$ cat src/rtl/fifo_wr_arb_pkg.sv
`default_nettype none
// ============================================================================
//  Module      : fifo_wr_arb_pkg
//  Description : Shared definitions for the FIFO write-side arbiter: lock FSM
//                state encoding, a constant clog2 helper, and the default
//                NREQ/DSIZE/BURST values shared with the FIFO top.
//  Ports       : none (package)
//  Revision    : 1.0 - initial release
// ============================================================================
package fifo_wr_arb_pkg;

    localparam int C_NREQ_DEF  = 4;
    localparam int C_DSIZE_DEF = 8;
    localparam int C_BURST_DEF = 4;

    typedef enum logic [0:0] {
        ST_IDLE = 1'b0,
        ST_LOCK = 1'b1
    } arb_state_t;

    // Smallest r with 2**r >= value; usable in constant expressions.
    function automatic int clog2(input int value);
        int r;
        r = 0;
        for (int i = 0; i < 31; i++) begin
            if ((32'sd1 <<< i) < value) begin
                r = i + 1;
            end
        end
        return r;
    endfunction

endpackage
`default_nettype wire

$ cat src/rtl/fifo_wr_arb_if.sv
`default_nettype none
// ============================================================================
//  Module      : fifo_wr_arb_if
//  Description : Requester/FIFO-write bundle seen by the write arbiter.
//  Ports       : req_valid/req_data (requesters -> arbiter), req_ready
//                (arbiter -> requesters), wfull (FIFO -> arbiter),
//                wr/wdata (arbiter -> FIFO), owner/busy (status).
//                modport master : arbiter side
//                modport slave  : requester/FIFO side
//  Revision    : 1.0 - initial release
// ============================================================================
interface fifo_wr_arb_if
    import fifo_wr_arb_pkg::*;
#(
    parameter int NREQ  = C_NREQ_DEF,
    parameter int DSIZE = C_DSIZE_DEF
) ();

    localparam int c_ow = clog2(NREQ);

    logic [NREQ-1:0]       req_valid;
    logic [NREQ*DSIZE-1:0] req_data;
    logic [NREQ-1:0]       req_ready;
    logic                  wfull;
    logic                  wr;
    logic [DSIZE-1:0]      wdata;
    logic [c_ow-1:0]       owner;
    logic                  busy;

    modport master (
        input  req_valid, req_data, wfull,
        output req_ready, wr, wdata, owner, busy
    );

    modport slave (
        output req_valid, req_data, wfull,
        input  req_ready, wr, wdata, owner, busy
    );

endinterface
`default_nettype wire

$ cat src/rtl/fifo_wr_arb_rr_pick.sv
`default_nettype none
// ============================================================================
//  Module      : fifo_wr_arb_rr_pick
//  Description : Combinational round-robin picker. Scans last+1, last+2, ...
//                modulo NREQ (last itself is scanned last) and returns the
//                first requesting index.
//  Ports       : req     in  NREQ  request vector
//                last    in  IW    index of the previous winner
//                gnt_idx out IW    chosen index (0 when gnt_any=0)
//                gnt_any out 1     any request present
//  Revision    : 1.0 - initial release
// ============================================================================
module fifo_wr_arb_rr_pick
    import fifo_wr_arb_pkg::*;
#(
    parameter int NREQ = C_NREQ_DEF,
    parameter int IW   = clog2(NREQ)
) (
    input  logic [NREQ-1:0] req,
    input  logic [IW-1:0]   last,
    output logic [IW-1:0]   gnt_idx,
    output logic            gnt_any
);

    logic [IW-1:0] w_idx;

    always_comb begin
        gnt_idx = '0;
        gnt_any = 1'b0;
        w_idx   = last;
        for (int k = 0; k < NREQ; k++) begin
            // Explicit wrap keeps non-power-of-2 NREQ inside 0..NREQ-1.
            w_idx = (w_idx == IW'(NREQ - 1)) ? '0 : w_idx + IW'(1);
            if (!gnt_any && req[w_idx]) begin
                gnt_any = 1'b1;
                gnt_idx = w_idx;
            end
        end
    end

endmodule
`default_nettype wire

$ cat src/rtl/fifo_wr_arb.sv
`default_nettype none
// ============================================================================
//  Module      : fifo_wr_arb
//  Description : Shares the FIFO write port among NREQ producers using
//                round-robin arbitration with burst locking (up to BURST
//                consecutive beats per owner) and a one-entry output stage.
//                No write is issued while wfull is high.
//  Ports       : wclk    in   write clock
//                wrst_n  in   asynchronous active-low reset
//                bus     master modport of fifo_wr_arb_if
//                        (req_valid/req_data/wfull in,
//                         req_ready/wr/wdata/owner/busy out)
//  Revision    : 1.0 - initial release
// ============================================================================
module fifo_wr_arb
    import fifo_wr_arb_pkg::*;
#(
    parameter int NREQ  = C_NREQ_DEF,
    parameter int DSIZE = C_DSIZE_DEF,
    parameter int BURST = C_BURST_DEF
) (
    input  logic          wclk,
    input  logic          wrst_n,
    fifo_wr_arb_if.master bus
);

    localparam int            c_ow        = clog2(NREQ);
    localparam int            c_cw        = clog2(BURST + 1);
    localparam logic [c_ow-1:0] c_owner_rst = c_ow'(NREQ - 1);
    localparam logic [c_cw-1:0] c_burst     = c_cw'(BURST);

    arb_state_t        r_state;
    logic [c_ow-1:0]   r_owner;
    logic [c_cw-1:0]   r_beat_cnt;
    logic              r_out_valid;
    logic [DSIZE-1:0]  r_out_data;

    logic              w_wr;
    logic              w_load;
    logic              w_keep;
    logic              w_pick_any;
    logic [c_ow-1:0]   w_pick_idx;
    logic              w_gnt_any;
    logic [c_ow-1:0]   w_gnt_idx;
    logic              w_xfer;
    logic              w_same;
    logic [c_cw-1:0]   w_cnt_next;
    logic [DSIZE-1:0]  w_gnt_data;

    // Write and refill can happen in the same cycle, giving 1 beat/cycle.
    assign w_wr   = r_out_valid & ~bus.wfull;
    assign w_load = ~r_out_valid | w_wr;

    // The locked owner keeps the grant while it is valid and under budget.
    assign w_keep = (r_state == ST_LOCK) && bus.req_valid[r_owner] &&
                    (r_beat_cnt < c_burst);

    fifo_wr_arb_rr_pick #(
        .NREQ (NREQ),
        .IW   (c_ow)
    ) u_rr_pick (
        .req     (bus.req_valid),
        .last    (r_owner),
        .gnt_idx (w_pick_idx),
        .gnt_any (w_pick_any)
    );

    assign w_gnt_any  = w_keep | w_pick_any;
    assign w_gnt_idx  = w_keep ? r_owner : w_pick_idx;
    // No handshake is offered while reset is held.
    assign w_xfer     = w_load & w_gnt_any & wrst_n;
    assign w_same     = (r_state == ST_LOCK) && (w_gnt_idx == r_owner);
    assign w_cnt_next = w_same ? r_beat_cnt + c_cw'(1) : c_cw'(1);
    assign w_gnt_data = bus.req_data[w_gnt_idx*DSIZE +: DSIZE];

    assign bus.req_ready = w_xfer ? (NREQ'(1) << w_gnt_idx) : '0;
    assign bus.wr        = w_wr;
    assign bus.wdata     = r_out_data;
    assign bus.busy      = r_out_valid;
    assign bus.owner     = r_owner;

    always_ff @(posedge wclk or negedge wrst_n) begin
        if (!wrst_n) begin
            r_state     <= ST_IDLE;
            r_owner     <= c_owner_rst;
            r_beat_cnt  <= '0;
            r_out_valid <= 1'b0;
            r_out_data  <= '0;
        end else if (w_xfer) begin
            r_out_data  <= w_gnt_data;
            r_out_valid <= 1'b1;
            r_owner     <= w_gnt_idx;
            r_beat_cnt  <= w_cnt_next;
            // Owner stays put on release so owner+1 gets next priority.
            r_state     <= (w_cnt_next == c_burst) ? ST_IDLE : ST_LOCK;
        end else if (w_load) begin
            // Stage free but nobody granted: in LOCK this means the owner
            // dropped valid, so the lock is released.
            if (w_wr) begin
                r_out_valid <= 1'b0;
            end
            r_state <= ST_IDLE;
        end
        // load=0 (held beat blocked by wfull): everything frozen.
    end

endmodule
`default_nettype wire

$ cat src/flat_wrapper.sv
// flat-port wrapper written by rule: the top's interface ports become plain ports
module fifo_wr_arb_flat import fifo_wr_arb_pkg::*;
#(
    parameter int NREQ  = C_NREQ_DEF,
    parameter int DSIZE = C_DSIZE_DEF,
    parameter int BURST = C_BURST_DEF
)
  (wclk, wrst_n, bus_req_valid, bus_req_data, bus_wfull, bus_req_ready, bus_wr, bus_wdata, bus_owner, bus_busy);
  fifo_wr_arb_if #(.NREQ(NREQ), .DSIZE(DSIZE)) bus_i ();
  input  logic wclk;
  input  logic wrst_n;
  input wire logic [$bits(bus_i.req_valid)-1:0] bus_req_valid;
  input wire logic [$bits(bus_i.req_data)-1:0] bus_req_data;
  input wire logic [$bits(bus_i.wfull)-1:0] bus_wfull;
  output wire logic [$bits(bus_i.req_ready)-1:0] bus_req_ready;
  output wire logic [$bits(bus_i.wr)-1:0] bus_wr;
  output wire logic [$bits(bus_i.wdata)-1:0] bus_wdata;
  output wire logic [$bits(bus_i.owner)-1:0] bus_owner;
  output wire logic [$bits(bus_i.busy)-1:0] bus_busy;
  assign bus_i.req_valid = bus_req_valid;
  assign bus_i.req_data = bus_req_data;
  assign bus_i.wfull = bus_wfull;
  assign bus_req_ready = bus_i.req_ready;
  assign bus_wr = bus_i.wr;
  assign bus_wdata = bus_i.wdata;
  assign bus_owner = bus_i.owner;
  assign bus_busy = bus_i.busy;
  fifo_wr_arb #(.NREQ(NREQ), .DSIZE(DSIZE), .BURST(BURST)) u_core (.wclk(wclk), .wrst_n(wrst_n), .bus(bus_i));
endmodule
$ cat config.mk
export PLATFORM = sky130hd
export DESIGN_NAME = fifo_wr_arb_flat
export DESIGN_NICKNAME = d
export VERILOG_FILES = /design/src/rtl/fifo_wr_arb_pkg.sv /design/src/rtl/fifo_wr_arb_if.sv /design/src/rtl/fifo_wr_arb_rr_pick.sv /design/src/rtl/fifo_wr_arb.sv /design/src/flat_wrapper.sv
export SDC_FILE = /design/constraint.sdc
export NUM_CORES = 1
export LEC_CHECK = 0
export CORE_ASPECT_RATIO = 0.75
export CORE_MARGIN = 5
export CORE_UTILIZATION = 44
export CTS_BUF_LIST = sky130_fd_sc_hd__clkbuf_8
export DETAILED_ROUTE_END_ITERATION = 7
export PLACE_DENSITY = 0.87
export SLEW_MARGIN = 20
export SYNTH_ARGS = -nofsm -noshare
export SYNTH_HDL_FRONTEND = slang
export SYNTH_SLANG_ARGS = --single-unit
$ cat constraint.sdc
create_clock -name wclk -period 3.3 [get_ports wclk]
set_clock_uncertainty 0.2 [all_clocks]
set_input_delay 0.33 -clock wclk [delete_from_list [all_inputs] [get_ports wclk]]
set_output_delay 0.33 -clock wclk [all_outputs]
set_load 0.02 [all_outputs]
==> results of run 1 <==
[area by class of cell]
type,instances,share of cell area
multi-input combinational,106,0.425
timing repair buffer,66,0.323
sequential,15,0.196
tap,38,0.0247
clock buffer,3,0.0215
inverter,4,0.00780
clock inverter,1,0.00195
[logic make-up (layout without fill, tap and decap cells)]
group | after synthesis | in the layout | synth area share
multiplexers | 18 | 18 | 0.141
AO/OA/AOI/OAI | 36 | 36 | 0.247
AND/OR/NAND/NOR | 46 | 46 | 0.199
adder cells (fa/ha/maj) | 2 | 2 | 0.0195
flip-flops | 15 | 15 | 0.294
buffers and inverters | 13 | 74 | 0.0720
XOR/XNOR | 4 | 4 | 0.0272
[registers in the layout, summed over array words and instances (netlist names)]
| signal | cells |
|---|---|
| u_core.bus.owner | 2 |
| u_core.bus.wdata | 8 |
| u_core.r_beat_cnt | 3 |
| u_core.r_state | 1 |
| u_core.bus.busy | 1 |
[power groups by stage]
| stage | clock (mW) | combinational (mW) | sequential [mW] |
|---|---|---|---|
| floorplan | 0 | 0.805 | 0.394 |
| detailed placement | 0 | 1.22 | 0.321 |
| finish | 0.142 | 1.21 | 0.318 |
| CTS | 0.146 | 1.21 | 0.318 |
| global placement | 0 | 1.19 | 0.314 |
| global route | 0.160 | 1.30 | 0.328 |
[Yosys cell counts, drive strengths merged (2+ instances only)]
cell type  instances  area share
xor2               4       0.027
a2111oi            2       0.014
and2               3       0.015
a31o               2       0.014
o21ai              6       0.023
nand3b             2       0.012
nand2             14       0.041
ha                 2       0.019
nor2b              2      0.0097
nor4b              2       0.018
a311oi             2       0.014
dfrtp             13        0.25
o221ai             8       0.093
nor2              10       0.029
nand2b             3       0.015
buf                7       0.053
clkbuf             2      0.0068
o22ai              2      0.0097
or2                3       0.015
a21oi              7       0.030
dfstp              2       0.041
inv                4       0.012
mux2i             17        0.13
[path summary, 6_finish.rpt]
path                            slack, ns  cells after the start                               to
worst max-delay path                 0.17                      9                 bus_req_ready[2]
worst min register to register       0.30                      2  u_core.bus.wdata[5]$_DFFE_PN0P_
max in group asynchronous            2.40                      2  u_core.bus.owner[0]$_DFFE_PN1P_
worst max register to register       0.46                     10  u_core.bus.wdata[0]$_DFFE_PN0P_
min in group wclk                    0.30                      2  u_core.bus.wdata[5]$_DFFE_PN0P_
worst min-delay path                 0.25                      2      u_core.bus.busy$_DFFE_PN0P_
[cells in the final DEF, fill, tap and decap left out, types with 3 or more instances in the layout]
cell type and instances:
nand2b_1 3, nand2_1 14, and2_1 3, o21ai_1 3
buf_4 12, o21ai_0 3, dfrtp_1 13, a21oi_1 6
xor2_1 4, dlygate4sd2_1 3, inv_1 5, mux2i_1 17
clkdlybuf4s50_1 50, nor2_1 10, clkbuf_8 3, o221ai_2 8
[per-stage QoR]
step | utilization | worst slack, ns | cell area (µm²) | power [mW]
6_report | 0.670 | 0.170 | 1920 | 1.67
5_1_grt | 0.670 | 0.00724 | 1920 | 1.79
4_1_cts | 0.671 | 0.144 | 1930 | 1.68
3_5_place_dp | 0.657 | 0.00987 | 1890 | 1.54
3_3_place_gp | 0.657 | 0.0480 | 1890 | 1.50
2_1_floorplan | - | 0.243 | 1290 | 1.20
[routing by layer]
layer  up-vias  wire [µm]  track usage
met1       612       1640        0.248
met4         0         61       0.0316
met2        31       2000        0.318
met5         -          0            0
li1        627          -            -
met3         6        148       0.0465
[what timing repair did]
| action | CTS | global route |
|---|---|---|
| setup endpoints to repair | 4 | 2 |
| hold buffers | 0 | 0 |
| gates resized for setup | 4 | 3 |
| setup buffers | 0 | 0 |
==> flow_summary.yaml, run 1 <==
timing:
  tightest_slew_ns: 0.495
  finalMaxSlewViolations: 0
  setup_tns_ns: 0
  rsz0062_at_grt: "false"
  timing.final.crit_share: 0.949
  fmax_mhz: 319
  layout_min_cycle_time_ns: 3.13
  finalHoldViolCount: 0
  slew_headroom: 0.670
  finalSetupViolCount: 0
  whs_ns: 0.253
power:
  p_sw_frac: 0.451
  clockPowerShare: 0.085
  p_leak_nw: 0.850
  powerDensity_nw_per_um2: 868
  switching_power_uw: 754
  p_comb_frac: 0.725
  seqPwrFrac: 0.190
  peakVddDrop_mv: 0.500
  internal_power_uw: 917
yosys:
  synth-main-ff-cell: "dfrtp_1"
  synth_fp_nets: 175
  synthCells: 134
  async_reset_ff_frac: 1.00
  syn-cell-area_um2: 1290
  synth.distinct_cells: 46
  synth_edf_count: 0
  yosys_warnings: 0
  yosysSeqAreaShare: 0.294
  synth-seq-cells: 15
  avgSynthCellArea_um2: 9.60
setup_path:
  startpoint: "u_core.bus.owner[0]$_DFFE_PN1P_"
  slowest_delay_ns: 0.53
  start_kind: "flop"
  crit_chain: "ha_1, or4_1, o21ai_1, a21oi_1, a2bb2oi_2, o21bai_1, or2_0, nor2_1, dlygate4sd2_1"
  cp-end-kind: "primary output"
  cpMaxStageDelayCell: "dfstp_2"
  path_max_fanout: 3
  path_buf_inv: 1
  crit_required_ns: 2.77
  cpLargestDelayFamily: "simple AND/OR/NAND/NOR gates"
  rr_startpoint: "u_core.bus.owner[0]$_DFFE_PN1P_"
  path_class: "flop to primary output"
  cp.arrival_ns: 2.60
placed_design:
  dp.cells: 229
  port_buffers: 54
  post-dp-hpwl_mm: 3.16
  place_congestion: 0.908
detailed_routing:
  firstDrtPassIters: 6
  num_vias: 1276
  drt_iter0_drc: 122
  drc: 0
  routed_wl_mm: 3.85
  via_per_inst: 5.48
  ant_nets: 0
  wl_per_cell_um: 16.5
final_layout:
  register_area_um2: 378
  multi_input_area_um2: 817
  syn_to_final_growth_pct: 49.6
  stdcell_count: 233
  drive_above_1_share: 0.159
  n_fill_cell: 240
  fin_nets: 237
  diodes: 0
hold_path:
  hold_class: "primary input to async pin"
grt:
  antenna_found_initial: 0
  grt_util_all_layers: 0.189
  grt_max_degree: 19
  gr-total-overflow: 0
  grt_first_pass_wirelength_mm: 6.18
  grt_pass1_vias: 1290
die:
  die_h_um: 56.8
  die_width_um: 72.4
  initial_core_util: 0.448
  io-pin-count: 55
  rows: 17
  core_um2: 2870
  dieArea_um2: 4120
clock_tree:
  path_clk_slew_ns: 0.06
  htreeDepth: 1
  cts.sinks: 15
  cts_tree: "yes"
  cts_buffers: 3
  clockRootBuffer: "clkbuf_8"
  cts_max_path_buffers: 2
  clk_latency_ns: 0.24
job:
  cap_viol_max_count: 0
outcome:
  outcome: "finished clean"
Note: power is estimated with default switching activity, not from simulation.
==> run 2, diff against run 1 <==
--- a/config.mk
+++ b/config.mk
@@ -7,10 +7,11 @@
 export LEC_CHECK = 0
 export CORE_ASPECT_RATIO = 0.75
 export CORE_MARGIN = 5
-export CORE_UTILIZATION = 44
+export CORE_UTILIZATION = 41
 export CTS_BUF_LIST = sky130_fd_sc_hd__clkbuf_8
 export DETAILED_ROUTE_END_ITERATION = 7
-export PLACE_DENSITY = 0.87
+export HOLD_SLACK_MARGIN = 0.08
+export PLACE_DENSITY = 0.82
 export SLEW_MARGIN = 20
 export SYNTH_ARGS = -nofsm -noshare
 export SYNTH_HDL_FRONTEND = slang
==> run 2 against run 1 <==
Via count increased by 2.4%. Highest routed layer unchanged. Critical path type unchanged. First-iteration DRC count decreased by 44%. Fmax decreased by 1.3%.
==> flow_summary.yaml, run 2 (synthesis gave the netlist of run 1 again) <==
outcome:
  outcome: "finished clean"
timing:
  finalSetupViolCount: 0
  finalHoldViolCount: 0
  timing.final.crit_share: 0.961
  finalWorstSetupSlack_ns: 0.128
  finalMaxSlewViolations: 0
  slew_headroom: 0.656
  rsz0062_at_grt: "false"
  setup_tns_ns: 0
  layout_min_cycle_time_ns: 3.17
  whs_ns: 0.257
  tightest_slew_ns: 0.516
  fmax_mhz: 315
placed_design:
  post-dp-hpwl_mm: 3.21
  dp.cells: 231
  place_area_um2: 1900
  place_congestion: 0.923
  dp_slack_ns: -0.0320
  port_buffers: 54
final_layout:
  final_common_cell: "clkdlybuf4s50_1"
  diodes: 0
  fin_nets: 240
  register_area_um2: 378
  largest_reg_flops: 8
  multi_input_area_um2: 817
  n_fill_cell: 239
  stdcell_count: 236
  post-route-util: 0.653
  drive_above_1_share: 0.182
  layout_common_cells: "50 x clkdlybuf4s50_1, 17 x mux2i_1, 15 x buf_4, 14 x nand2_1, 13 x dfrtp_1"
  stdcell_area_um2: 1940
  syn_to_final_growth_pct: 51.2
setup_path:
  path_max_fanout: 6
  cp.arrival_ns: 2.64
  cpLargestDelayFamily: "compound AO/OA/AOI/OAI gates"
  cp-end-kind: "primary output"
  crit_chain: "ha_1, buf_4, and2_1, a2111oi_1, o22ai_1, nor2_1, a21oi_2, nor2_1, dlygate4sd2_1"
  start_kind: "flop"
  cpMaxStageDelayCell: "dfstp_2"
  cpMostUsedCell: "nor2_1"
  path_buf_inv: 2
  path_class: "flop to primary output"
  crit_required_ns: 2.77
  slowest_delay_ns: 0.53
power:
  powerDensity_nw_per_um2: 902
  p_leak_nw: 0.860
  p_total_mw: 1.75
  switching_power_uw: 789
  seqPwrFrac: 0.179
  p_comb_frac: 0.735
  p_sw_frac: 0.450
  internal_power_uw: 964
  clockPowerShare: 0.086
  peakVddDrop_mv: 0.451
clock_tree:
  clk_latency_ns: 0.25
  cts_max_path_buffers: 2
  cts_hold_buffers: 0
  clockRootBuffer: "clkbuf_8"
  htreeDepth: 1
  cts.sinks: 15
  cts_buffers: 3
  cts_tree: "yes"
  path_clk_slew_ns: 0.06
detailed_routing:
  drc: 0
  drt_iter0_drc: 68
  ant_nets: 0
  routed_wl_mm: 4.01
  wl_per_cell_um: 17.0
  firstDrtPassIters: 4
  via_per_inst: 5.53
  num_vias: 1306
hold_path:
  hold_class: "primary input to async pin"
die:
  die_h_um: 58.5
  dieArea_um2: 4370
  io-pin-count: 55
  rows: 17
  core_um2: 2980
  die_width_um: 74.7
  initial_core_util: 0.432
grt:
  antenna_found_initial: 0
  grt_first_pass_wirelength_mm: 6.58
  gr-total-overflow: 0
  grt_pass1_vias: 1362
  grt_max_degree: 19
  grt_util_all_layers: 0.196
job:
  cap_viol_max_count: 0
[run 2: cell types whose count changed in the layout (fill, tap and decap cells not counted), sizes merged]
cell,previous run,this run
clkinv,0,1
inv,5,4
dlygate4sd2,3,2
clkbuf,4,5
buf,12,15
[run 2: timing repair]
action	4_1_cts	5_1_grt
setup endpoints to repair	4	4
gates resized for setup	5	4
setup buffers	0	1
[run 2: worst register-to-register path, stage by stage (launching register included)]
cell and delay, ns:
dfstp_2 0.53, ha_1 0.30, buf_4 0.19, and2_1 0.17, a2111oi_1 0.32, o22ai_1 0.19, xor2_1 0.31, o21ai_1 0.12
a21oi_1 0.34, a31o_1 0.21
[run 2: final timing paths]
path | from | end | slack [ns] | depth (start not counted)
max in group asynchronous | wrst_n | u_core.bus.owner[0]$_DFFE_PN1P_ | 2.39 | 2
worst max-delay path | u_core.bus.owner[0]$_DFFE_PN1P_ | bus_req_ready[1] | 0.13 | 9
min in group wclk | u_core.bus.wdata[2]$_DFFE_PN0P_ | u_core.bus.wdata[2]$_DFFE_PN0P_ | 0.29 | 2
worst max register to register | u_core.bus.owner[0]$_DFFE_PN1P_ | u_core.r_beat_cnt[1]$_DFFE_PN0P_ | 0.36 | 9
worst min register to register | u_core.bus.wdata[2]$_DFFE_PN0P_ | u_core.bus.wdata[2]$_DFFE_PN0P_ | 0.29 | 2
worst min-delay path | wrst_n | u_core.r_state$_DFFE_PN0P_ | 0.26 | 2
[run 2: cell type report]
| class | count | share of cell area |
|---|---|---|
| clock buffer | 3 | 0.0212 |
| clock inverter | 1 | 0.00257 |
| inverter | 4 | 0.00772 |
| multi-input combinational | 106 | 0.420 |
| sequential | 15 | 0.194 |
| tap | 38 | 0.0245 |
| timing repair buffer | 69 | 0.329 |
[run 2: routing by layer]
metal  track usage  vias up  routed length [µm]
met5             0        -                   0
met3        0.0597        8                 218
met2         0.332       46                2120
met4        0.0812        0                  71
li1              -      631                   -
met1         0.229      621                1600
[run 2: power groups by stage]
stage / combinational (mW) / clock [mW] / sequential, mW
after detailed placement: 1.27 / 0 / 0.317
after global routing: 1.38 / 0.163 / 0.328
final: 1.29 / 0.151 / 0.314
after CTS: 1.27 / 0.156 / 0.314
after floorplan: 0.805 / 0 / 0.394
after global placement: 1.22 / 0 / 0.313
==> run 3, diff against run 2 <==
--- a/config.mk
+++ b/config.mk
@@ -11,6 +11,7 @@
 export CTS_BUF_LIST = sky130_fd_sc_hd__clkbuf_8
 export DETAILED_ROUTE_END_ITERATION = 7
 export HOLD_SLACK_MARGIN = 0.08
+export MAX_ROUTING_LAYER = met4
 export PLACE_DENSITY = 0.82
 export SLEW_MARGIN = 20
 export SYNTH_ARGS = -nofsm -noshare
==> run 3 against run 2 <==
Final area unchanged. Critical path type unchanged. Non-clock buffer count unchanged. Sequential share of layout area unchanged. Clock power about the same. Critical endpoint unchanged. Clock-buffer cell count unchanged. First-iteration DRC count decreased by 5.9%. Largest power group unchanged. Register-to-register slack improved by 0.02 ns. Sequential power about the same. Total power decreased by 0.24%. Worst setup slack got worse by 0.0036 ns. Die area unchanged. Critical path depth unchanged.
==> flow_summary.yaml, run 3 (synthesis gave the netlist of run 1 again) <==
outcome:
  outcome: "finished clean"
setup_path:
  crit_chain: "ha_1, buf_4, and2_1, a2111oi_1, o22ai_1, nor2_1, a21oi_2, nor2_1, dlygate4sd2_1"
  cpMostUsedCell: "nor2_1"
  path_max_fanout: 6
  r2r_end: "u_core.bus.wdata[5]$_DFFE_PN0P_"
  rr_worst_depth: 11
  reg2reg_slack_ns: 0.38
  slowest_delay_ns: 0.53
  cpLargestDelayFamily: "compound AO/OA/AOI/OAI gates"
  start_kind: "flop"
  cp-end-kind: "primary output"
  crit_required_ns: 2.77
  rr_startpoint: "u_core.bus.owner[0]$_DFFE_PN1P_"
  cpMaxStageDelayCell: "dfstp_2"
  cp.arrival_ns: 2.65
  path_buf_inv: 2
  path_class: "flop to primary output"
die:
  io-pin-count: 55
  initial_core_util: 0.432
  die_h_um: 58.5
  rows: 17
  dieArea_um2: 4370
  die_width_um: 74.7
  core_um2: 2980
placed_design:
  dp_slack_ns: -0.0320
  post-dp-hpwl_mm: 3.21
  dp.cells: 231
  place_congestion: 0.939
  place_area_um2: 1900
  port_buffers: 54
grt:
  grt_util_all_layers: 0.201
  grt_pass1_vias: 1362
  grt_first_pass_wirelength_mm: 6.56
  grt_max_degree: 19
  gr-total-overflow: 0
  antenna_found_initial: 0
final_layout:
  diodes: 0
  layout_common_cells: "50 x clkdlybuf4s50_1, 17 x mux2i_1, 15 x buf_4, 14 x nand2_1, 13 x dfrtp_1"
  largest_reg_flops: 8
  stdcell_area_um2: 1940
  stdcell_count: 236
  fin_nets: 240
  drive_above_1_share: 0.182
  final_common_cell: "clkdlybuf4s50_1"
  post-route-util: 0.653
  syn_to_final_growth_pct: 51.2
timing:
  setup_tns_ns: 0
  whs_ns: 0.250
  rsz0062_at_grt: "false"
  layout_min_cycle_time_ns: 3.18
  tightest_slew_ns: 0.513
  fmax_mhz: 315
  finalHoldViolCount: 0
  finalWorstSetupSlack_ns: 0.124
  slew_headroom: 0.658
  finalSetupViolCount: 0
  timing.final.crit_share: 0.962
  finalMaxSlewViolations: 0
power:
  p_total_mw: 1.75
  peakVddDrop_mv: 0.450
  powerDensity_nw_per_um2: 900
  p_leak_nw: 0.860
clock_tree:
  htreeDepth: 1
  cts_buffers: 3
  cts_tree: "yes"
  cts_max_path_buffers: 2
  clockRootBuffer: "clkbuf_8"
  cts.sinks: 15
  clk_latency_ns: 0.25
  path_clk_slew_ns: 0.06
detailed_routing:
  ant_nets: 0
  drt_iter0_drc: 64
  routed.top_layer: "met4"
  routed_wl_mm: 4.00
  wl_met1_mm: 1.63
  num_vias: 1298
  firstDrtPassIters: 4
  drc: 0
  wl_per_cell_um: 17.0
  via_per_inst: 5.50
  met2_length_mm: 2.11
  wl_met3_um: 181
job:
  cap_viol_max_count: 0
hold_path:
  hold_class: "primary input to async pin"
run 3: cell counts in the layout (fill, tap and decap cells not counted):
Identical to the previous run, type by type.
run 3: final cells by class:
class                      instances  area (µm²)
timing repair buffer              69         641
sequential                        15         378
clock inverter                     1        5.00
fill                             239        1030
clock buffer                       3        41.3
multi-input combinational        106         817
inverter                           4        15.0
tap                               38        47.5
run 3: what timing repair did:
action                     in CTS  in global routing
buffers inserted                0                  1
hold buffers                    0                  0
resized for setup               5                  4
setup endpoints to repair       4                  4
pin swaps                       0                  0
run 3: how the worst max path moves through the flow:
| stage | endpoint | startpoint | slack (ns) | cells after the start |
|---|---|---|---|---|
| after detailed placement | bus_req_ready[3] | bus_req_valid[1] | -0.03 | 9 |
| after global placement | bus_req_ready[1] | bus_req_valid[1] | 0.04 | 9 |
| after floorplan | bus_req_ready[2] | u_core.bus.owner[1]$_DFFE_PN1P_ | 0.24 | 10 |
| after CTS | bus_req_ready[2] | u_core.bus.owner[0]$_DFFE_PN1P_ | 0.07 | 10 |
| after global routing | bus_req_ready[1] | u_core.bus.owner[0]$_DFFE_PN1P_ | 0.007 | 9 |
| final | bus_req_ready[1] | u_core.bus.owner[0]$_DFFE_PN1P_ | 0.12 | 9 |
run 3: per-layer routing:
metal | vias up | global-route usage
met1 | 622 | 0.231
met3 | 11 | 0.0580
met2 | 34 | 0.329
met5 | - | -
met4 | 0 | 0.0812
li1 | 631 | -
run 3: report_power, final:
group          internal, mW  leakage, nW  total [mW]  switching (mW)
logic                 0.613        0.655        1.28           0.672
registers             0.268        0.179       0.314          0.0464
clock network        0.0837       0.0255       0.150          0.0667
